--- src/rtl/cdb_arbiter_pkg.sv ---
// Shared types and constants for the CDB arbiter.
// Provides tag/data/address widths, zero constants, source encodings and the
// per-source queue payload structs.
package cdb_arbiter_pkg;

    localparam int unsigned ROB_ID_W   = 5;
    localparam int unsigned DATA_W     = 32;
    localparam int unsigned ADDR_W     = 32;
    localparam int unsigned FIFO_DEPTH = 2;

    typedef logic [ROB_ID_W-1:0] rob_id_t;
    typedef logic [DATA_W-1:0]   data_t;
    typedef logic [ADDR_W-1:0]   addr_t;

    localparam rob_id_t ZERO_ROB  = '0;
    localparam data_t   ZERO_WORD = '0;
    localparam addr_t   ZERO_ADDR = '0;
    localparam logic    TRUE      = 1'b1;
    localparam logic    FALSE     = 1'b0;

    localparam logic CDB_SRC_ALU = 1'b0;
    localparam logic CDB_SRC_LS  = 1'b1;

    typedef struct packed {
        rob_id_t rob_id;
        data_t   result;
        addr_t   target_pc;
        logic    jump_flag;
    } alu_entry_t;

    // Loads/stores never redirect, so the LS queue carries no pc/jump fields.
    typedef struct packed {
        rob_id_t rob_id;
        data_t   result;
    } ls_entry_t;

endpackage

--- src/rtl/cdb_src_fifo.sv ---
// Small circular queue used as a per-producer skid buffer.
// Ports:
//   clk, rst       clock and synchronous active-high reset
//   en             global enable; when low all state holds
//   flush          empties the queue at the next edge (overrides en)
//   push/push_data write an entry (ignored when full)
//   pop            drop the head entry (ignored when empty)
//   head_data      current head entry
//   empty/full     occupancy flags from registered state
module cdb_src_fifo #(
    parameter int unsigned Width = 8,
    parameter int unsigned Depth = 2
) (
    input  logic             clk,
    input  logic             rst,
    input  logic             en,
    input  logic             flush,
    input  logic             push,
    input  logic [Width-1:0] push_data,
    input  logic             pop,
    output logic [Width-1:0] head_data,
    output logic             empty,
    output logic             full
);

    localparam int unsigned PtrW = (Depth > 1) ? $clog2(Depth) : 1;
    localparam int unsigned CntW = $clog2(Depth + 1);

    logic [Width-1:0] mem_q [Depth];
    logic [PtrW-1:0]  head_q, head_d;
    logic [PtrW-1:0]  tail_q, tail_d;
    logic [CntW-1:0]  count_q, count_d;
    logic             do_push, do_pop;

    assign empty     = (count_q == '0);
    assign full      = (count_q == CntW'(Depth));
    assign head_data = mem_q[head_q];

    assign do_push = en & ~flush & push & ~full;
    assign do_pop  = en & ~flush & pop & ~empty;

    // Depth is a power of two, so pointer increments wrap naturally.
    always_comb begin
        head_d  = head_q;
        tail_d  = tail_q;
        count_d = count_q;
        if (flush) begin
            head_d  = '0;
            tail_d  = '0;
            count_d = '0;
        end else begin
            if (do_push) tail_d = tail_q + PtrW'(1);
            if (do_pop)  head_d = head_q + PtrW'(1);
            unique case ({do_push, do_pop})
                2'b10:   count_d = count_q + CntW'(1);
                2'b01:   count_d = count_q - CntW'(1);
                default: count_d = count_q;
            endcase
        end
    end

    always_ff @(posedge clk) begin
        if (rst) begin
            head_q  <= '0;
            tail_q  <= '0;
            count_q <= '0;
        end else if (flush || en) begin
            head_q  <= head_d;
            tail_q  <= tail_d;
            count_q <= count_d;
        end
    end

    // Storage needs no reset: occupancy is tracked by count_q.
    always_ff @(posedge clk) begin
        if (do_push) mem_q[tail_q] <= push_data;
    end

endmodule

--- src/rtl/cdb_arbiter.sv ---
// Common data bus arbiter: two skid queues (ALU, load/store) feeding a
// round-robin scheduler that drives a registered broadcast bus.
// Ports:
//   clk, rst, rdy, rollback_flag   clock, sync reset, global enable, flush
//   alu_*                          ALU result handshake and payload
//   ls_*                           load/store result handshake and payload
//   cdb_*                          registered broadcast (valid pulse + fields)
module cdb_arbiter
    import cdb_arbiter_pkg::*;
(
    input  logic                clk,
    input  logic                rst,
    input  logic                rdy,
    input  logic                rollback_flag,

    input  logic                alu_valid,
    output logic                alu_ready,
    input  logic [ROB_ID_W-1:0] alu_rob_id,
    input  logic [DATA_W-1:0]   alu_result,
    input  logic [ADDR_W-1:0]   alu_target_pc,
    input  logic                alu_jump_flag,

    input  logic                ls_valid,
    output logic                ls_ready,
    input  logic [ROB_ID_W-1:0] ls_rob_id,
    input  logic [DATA_W-1:0]   ls_result,

    output logic                cdb_valid,
    output logic [ROB_ID_W-1:0] cdb_rob_id,
    output logic [DATA_W-1:0]   cdb_result,
    output logic [ADDR_W-1:0]   cdb_target_pc,
    output logic                cdb_jump_flag,
    output logic                cdb_src
);

    alu_entry_t alu_in, alu_head;
    ls_entry_t  ls_in, ls_head;
    logic       alu_empty, alu_full, ls_empty, ls_full;
    logic       alu_push, ls_push;
    logic       grant_alu, grant_ls;
    logic       last_grant_q;

    logic                cdb_valid_q;
    logic [ROB_ID_W-1:0] cdb_rob_id_q;
    logic [DATA_W-1:0]   cdb_result_q;
    logic [ADDR_W-1:0]   cdb_target_pc_q;
    logic                cdb_jump_flag_q;
    logic                cdb_src_q;

    assign alu_ready = ~alu_full;
    assign ls_ready  = ~ls_full;

    assign alu_in = '{rob_id: alu_rob_id, result: alu_result,
                      target_pc: alu_target_pc, jump_flag: alu_jump_flag};
    assign ls_in  = '{rob_id: ls_rob_id, result: ls_result};

    // Tag 0 means "no entry": the handshake completes but nothing is stored.
    assign alu_push = alu_valid & (alu_rob_id != ZERO_ROB);
    assign ls_push  = ls_valid & (ls_rob_id != ZERO_ROB);

    // Grant looks only at start-of-cycle occupancy; ties go opposite last_grant.
    assign grant_alu = ~alu_empty & (ls_empty | (last_grant_q == CDB_SRC_LS));
    assign grant_ls  = ~ls_empty & (alu_empty | (last_grant_q == CDB_SRC_ALU));

    cdb_src_fifo #(
        .Width ($bits(alu_entry_t)),
        .Depth (FIFO_DEPTH)
    ) u_alu_fifo (
        .clk       (clk),
        .rst       (rst),
        .en        (rdy),
        .flush     (rollback_flag),
        .push      (alu_push),
        .push_data (alu_in),
        .pop       (grant_alu),
        .head_data (alu_head),
        .empty     (alu_empty),
        .full      (alu_full)
    );

    cdb_src_fifo #(
        .Width ($bits(ls_entry_t)),
        .Depth (FIFO_DEPTH)
    ) u_ls_fifo (
        .clk       (clk),
        .rst       (rst),
        .en        (rdy),
        .flush     (rollback_flag),
        .push      (ls_push),
        .push_data (ls_in),
        .pop       (grant_ls),
        .head_data (ls_head),
        .empty     (ls_empty),
        .full      (ls_full)
    );

    always_ff @(posedge clk) begin
        if (rst) begin
            cdb_valid_q     <= FALSE;
            cdb_rob_id_q    <= ZERO_ROB;
            cdb_result_q    <= ZERO_WORD;
            cdb_target_pc_q <= ZERO_ADDR;
            cdb_jump_flag_q <= FALSE;
            cdb_src_q       <= CDB_SRC_ALU;
            last_grant_q    <= CDB_SRC_LS;
        end else if (rollback_flag) begin
            cdb_valid_q  <= FALSE;
            last_grant_q <= CDB_SRC_LS;
        end else if (rdy) begin
            if (grant_alu) begin
                cdb_valid_q     <= TRUE;
                cdb_rob_id_q    <= alu_head.rob_id;
                cdb_result_q    <= alu_head.result;
                cdb_target_pc_q <= alu_head.target_pc;
                cdb_jump_flag_q <= alu_head.jump_flag;
                cdb_src_q       <= CDB_SRC_ALU;
                last_grant_q    <= CDB_SRC_ALU;
            end else if (grant_ls) begin
                cdb_valid_q     <= TRUE;
                cdb_rob_id_q    <= ls_head.rob_id;
                cdb_result_q    <= ls_head.result;
                cdb_target_pc_q <= ZERO_ADDR;
                cdb_jump_flag_q <= FALSE;
                cdb_src_q       <= CDB_SRC_LS;
                last_grant_q    <= CDB_SRC_LS;
            end else begin
                // Data fields deliberately hold their last broadcast.
                cdb_valid_q <= FALSE;
            end
        end
    end

    assign cdb_valid     = cdb_valid_q;
    assign cdb_rob_id    = cdb_rob_id_q;
    assign cdb_result    = cdb_result_q;
    assign cdb_target_pc = cdb_target_pc_q;
    assign cdb_jump_flag = cdb_jump_flag_q;
    assign cdb_src       = cdb_src_q;

endmodule

--- config.mk ---
export PLATFORM = sky130hd
export DESIGN_NAME = cdb_arbiter
export DESIGN_NICKNAME = d
export VERILOG_FILES = /design/src/rtl/cdb_arbiter_pkg.sv /design/src/rtl/cdb_src_fifo.sv /design/src/rtl/cdb_arbiter.sv
export SDC_FILE = /design/constraint.sdc
export NUM_CORES = 1
export LEC_CHECK = 0
export ABC_AREA = 1
export CAP_MARGIN = 20
export CORE_ASPECT_RATIO = 0.9
export CORE_MARGIN = 8
export CORE_UTILIZATION = 43
export DETAILED_ROUTE_END_ITERATION = 8
export PLACE_DENSITY = 0.72
export SETUP_SLACK_MARGIN = 0.3
export SLEW_MARGIN = 20
export SYNTH_ARGS = -nofsm -noshare
export SYNTH_HDL_FRONTEND = slang
export SYNTH_HIERARCHICAL = 1
export SYNTH_SLANG_ARGS = --single-unit
export TNS_END_PERCENT = 10
--- constraint.sdc ---
create_clock -name clk -period 6.4 [get_ports clk]
set_input_delay 1.28 -clock clk [delete_from_list [all_inputs] [get_ports clk]]
set_output_delay 1.28 -clock clk [all_outputs]
set_load 0.03 [all_outputs]
==> run summary <==
top_reg_cell synth = edfxtp_1
top-count cell post-synth = edfxtp_1
RSZ-0062 raised after global routing = false
Clock transition at path regs = 60 ps
DIE WIDTH = 193 um
hold wc startpoint = cdb_valid$_SDFFE_PP0P_
pin count of the biggest net entering global routing = 77
Yosys top cell area share = 53.2%
Min-Delay Path Depth = 2
Die ar. = 33,700 um^2
P&R area growth vs syn = 26.3%
period utilization = 55.2%
DRC = 0
Syn Nets = 1,151
vias in the first global route = 8,170
post-cts hold buffer count = 0
worst path bufs/invs = 4
initial antenna violation count = 4
Post-synth EDFFs = 214
core box area = 27,800 um^2
# rows = 58
Max-cap violations = 0
Net Sw Power = 0.854 mW
Post-Place Cell Area = 14,300 um^2
CP Launch Type = input pin
critical-path cell list = clkdlybuf4s50_1, nor2_1, nand2_1, o21ai_0, inv_1, nand3_1, nor2_2, inv_1, nor2_4, buf_4
proportion of layout cells with a drive suffix above 1 = 15.9%
hold_ws = 492 ps
Worst-Margin Slew = 1040 ps
Final TNS setup = 0 ps
Routability Congestion = 0.749
Via Count = 7,969
Synth Area per Inst = 11.6 um^2
sequential share of the synthesized area = 66.9%
Cell Area, Synth = 12,100 um^2
Synth Register Bits = 297
Rel. slew slack = 30.8%
Final min period = 3540 ps
CTS tree = yes
crit path max fanout = 25
clock root buffer = clkbuf_16
Post-synth top cells = 214 x edfxtp_1, 159 x nand2_1, 150 x nand3_1
Post-CTS Setup Bufs = 0
final non-filler cell total = 1,592
worst path arrival time = 3740 ps
Filler cells = 2,365
Placed Cells = 1,537
internal power = 3.27 mW
YS warnings = 6
Avg Vias per Cell = 5.01
Sw Ratio = 20.7%
Hold Vio Cnt, Final = 0
total track usage = 17.2%
Worst Hold Class = flop to flop
combinational share of power = 6.0%
reg2reg end = u_alu_fifo/count_q[1]$_SDFFE_PP0P_
WL final = 29.6 mm
Setup crit start = alu_rob_id[1]
R2R setup slack = 3430 ps
IO buf count = 186
cell type with the highest aggregate area in the netlist = edfxtp_1
Reg power frac = 51.2%
Async SR Flop Fraction = 0%
antenna cell count = 0
# H-tree levels = 1
Cell variety after synth = 20
final setup fails = 0
critical path class = input pin to flop
post-route design area = 15,300 um^2
First DRT Iteration DRCs = 487
worst setup margin = 2860 ps
drt pass-1 iters = 4
Design Power = 4.12 mW
RR Startpoint = u_alu_fifo/count_q[1]$_SDFFE_PP0P_
CTS Buffer Depth = 3
Slowest cell on crit path = nor2_4
dominant cells by area after synthesis = edfxtp_1 53%, dfxtp_1 14%, mux2_2 10%
final-stage net count = 1,322
clock sinks = 297
CTS resizes = 0
Remaining Overflow, GRT = 0
pwr/cell area = 270 nW/um^2
post-route core utilization = 54.9%
FF-to-FF path depth = 11
critical path's most frequent cell = inv_1
hpwl dp = 18.2 mm
share of total power in the clock network = 42.8%
worst path required time = 6610 ps
status = finished clean
Routed Antenna Nets = 0
Pins Over Slew Limit = 0
CTS Buf Count = 30
num ports = 187
skew final = 13.8 ps
Leakage = 5.53 nW
post-synthesis cell count = 1,038
Crit. End Element = flop
Crit path max-delay family = buffers and inverters
chip height = 175 um
pre-CTS setup slack = 2290 ps
Clk Latency, worst-skew pair = 550 ps
worst vdd ir = 228 uV
f_max = 283 MHz
WL/cell = 18.6 um
first-pass GRT wire length = 45.9 mm
Initial Util = 43.5%
Worst path max stage delay = 640 ps
Hold Path End = cdb_valid$_SDFFE_PP0P_
==> power by group through the flow <==
| stage | sequential (mW) | combinational (mW) | clock [mW] |
|---|---|---|---|
| after global routing | 2.11 | 0.265 | 1.88 |
| after detailed placement | 2.15 | 0.246 | 0 |
| after global placement | 2.15 | 0.241 | 0 |
| final | 2.11 | 0.245 | 1.76 |
| after CTS | 2.11 | 0.247 | 1.81 |
| after floorplan | 2.17 | 0.0875 | 0 |
==> worst max path at each step <==
| stage | to | slack (ps) | depth (start not counted) |
|---|---|---|---|
| 3_3_place_gp | u_alu_fifo/mem_q[0][22]$_DFFE_PP_ | 2300 | 10 |
| 3_5_place_dp | u_alu_fifo/mem_q[1][24]$_DFFE_PP_ | 2290 | 10 |
| 4_1_cts | u_alu_fifo/mem_q[1][5]$_DFFE_PP_ | 2880 | 10 |
| 5_1_grt | u_alu_fifo/mem_q[0][22]$_DFFE_PP_ | 2620 | 10 |
| 6_report | u_alu_fifo/mem_q[0][22]$_DFFE_PP_ | 2860 | 10 |
| 2_1_floorplan | u_alu_fifo/mem_q[1][0]$_DFFE_PP_ | 1150 | 8 |
==> per-layer routing <==
layer	vias to the layer above	global-route usage, %	wire length [um]
li1	3833	-	-
met1	3822	22.9	12700
met2	265	27.4	13800
met3	41	5.10	2690
met4	8	3.21	452
met5	-	0	58
==> final cells by class <==
type / instances / area [um^2] / area share, %
Clock buffer: 36 / 803 / 5.26
Clock inverter: 19 / 205 / 1.34
Inverter: 140 / 526 / 3.44
Multi-Input combinational cell: 545 / 3240 / 21.2
Sequential cell: 297 / 8090 / 53.0
Tap cell: 360 / 450 / 2.95
Timing Repair Buffer: 195 / 1950 / 12.8
==> tightest hold or removal path, cell delays in order, from the launching register on <==
cell     delay [ps]
dfxtp_1         330
nand2_1          70
a21oi_1          60
==> kinds of logic after synthesis <==
| family | count (synthesis) | synth area share [%] |
|---|---|---|
| AO/OA/AOI/OAI | 49 | 2.03 |
| buffers and inverters | 196 | 6.69 |
| flip-flops | 297 | 66.9 |
| multiplexers | 107 | 9.97 |
| AND/OR/NAND/NOR | 389 | 14.4 |
==> registers in the layout (all words and copies together) (netlist names), 2 cells and up, named ones only <==
signal / cells
u_alu_fifo/mem_q: 140
u_ls_fifo/mem_q: 74
cdb_result: 32
cdb_target_pc: 32
cdb_rob_id: 5
u_alu_fifo/count_q: 2
u_ls_fifo/count_q: 2
==> cell usage in the layout (no fill, tap or decap), types with 2 or more instances in the layout <==
cell	instances
nand2_2	9
nand2_1	156
nor2_2	6
clkinv_2	6
clkdlybuf4s50_1	185
clkbuf_16	30
clkbuf_1	3
nor3_2	2
nor2_4	7
clkinv_1	6
inv_2	3
inv_1	137
clkbuf_8	3
nand3_2	2
mux2_2	107
dfxtp_1	81
nand3_1	150
o21ai_0	3
bufinv_16	4
buf_4	9
edfxtp_1	214
a21oi_1	46
nor3_1	2
nor2_1	53
No activity file was read; power rests on OpenSTA's default activity.
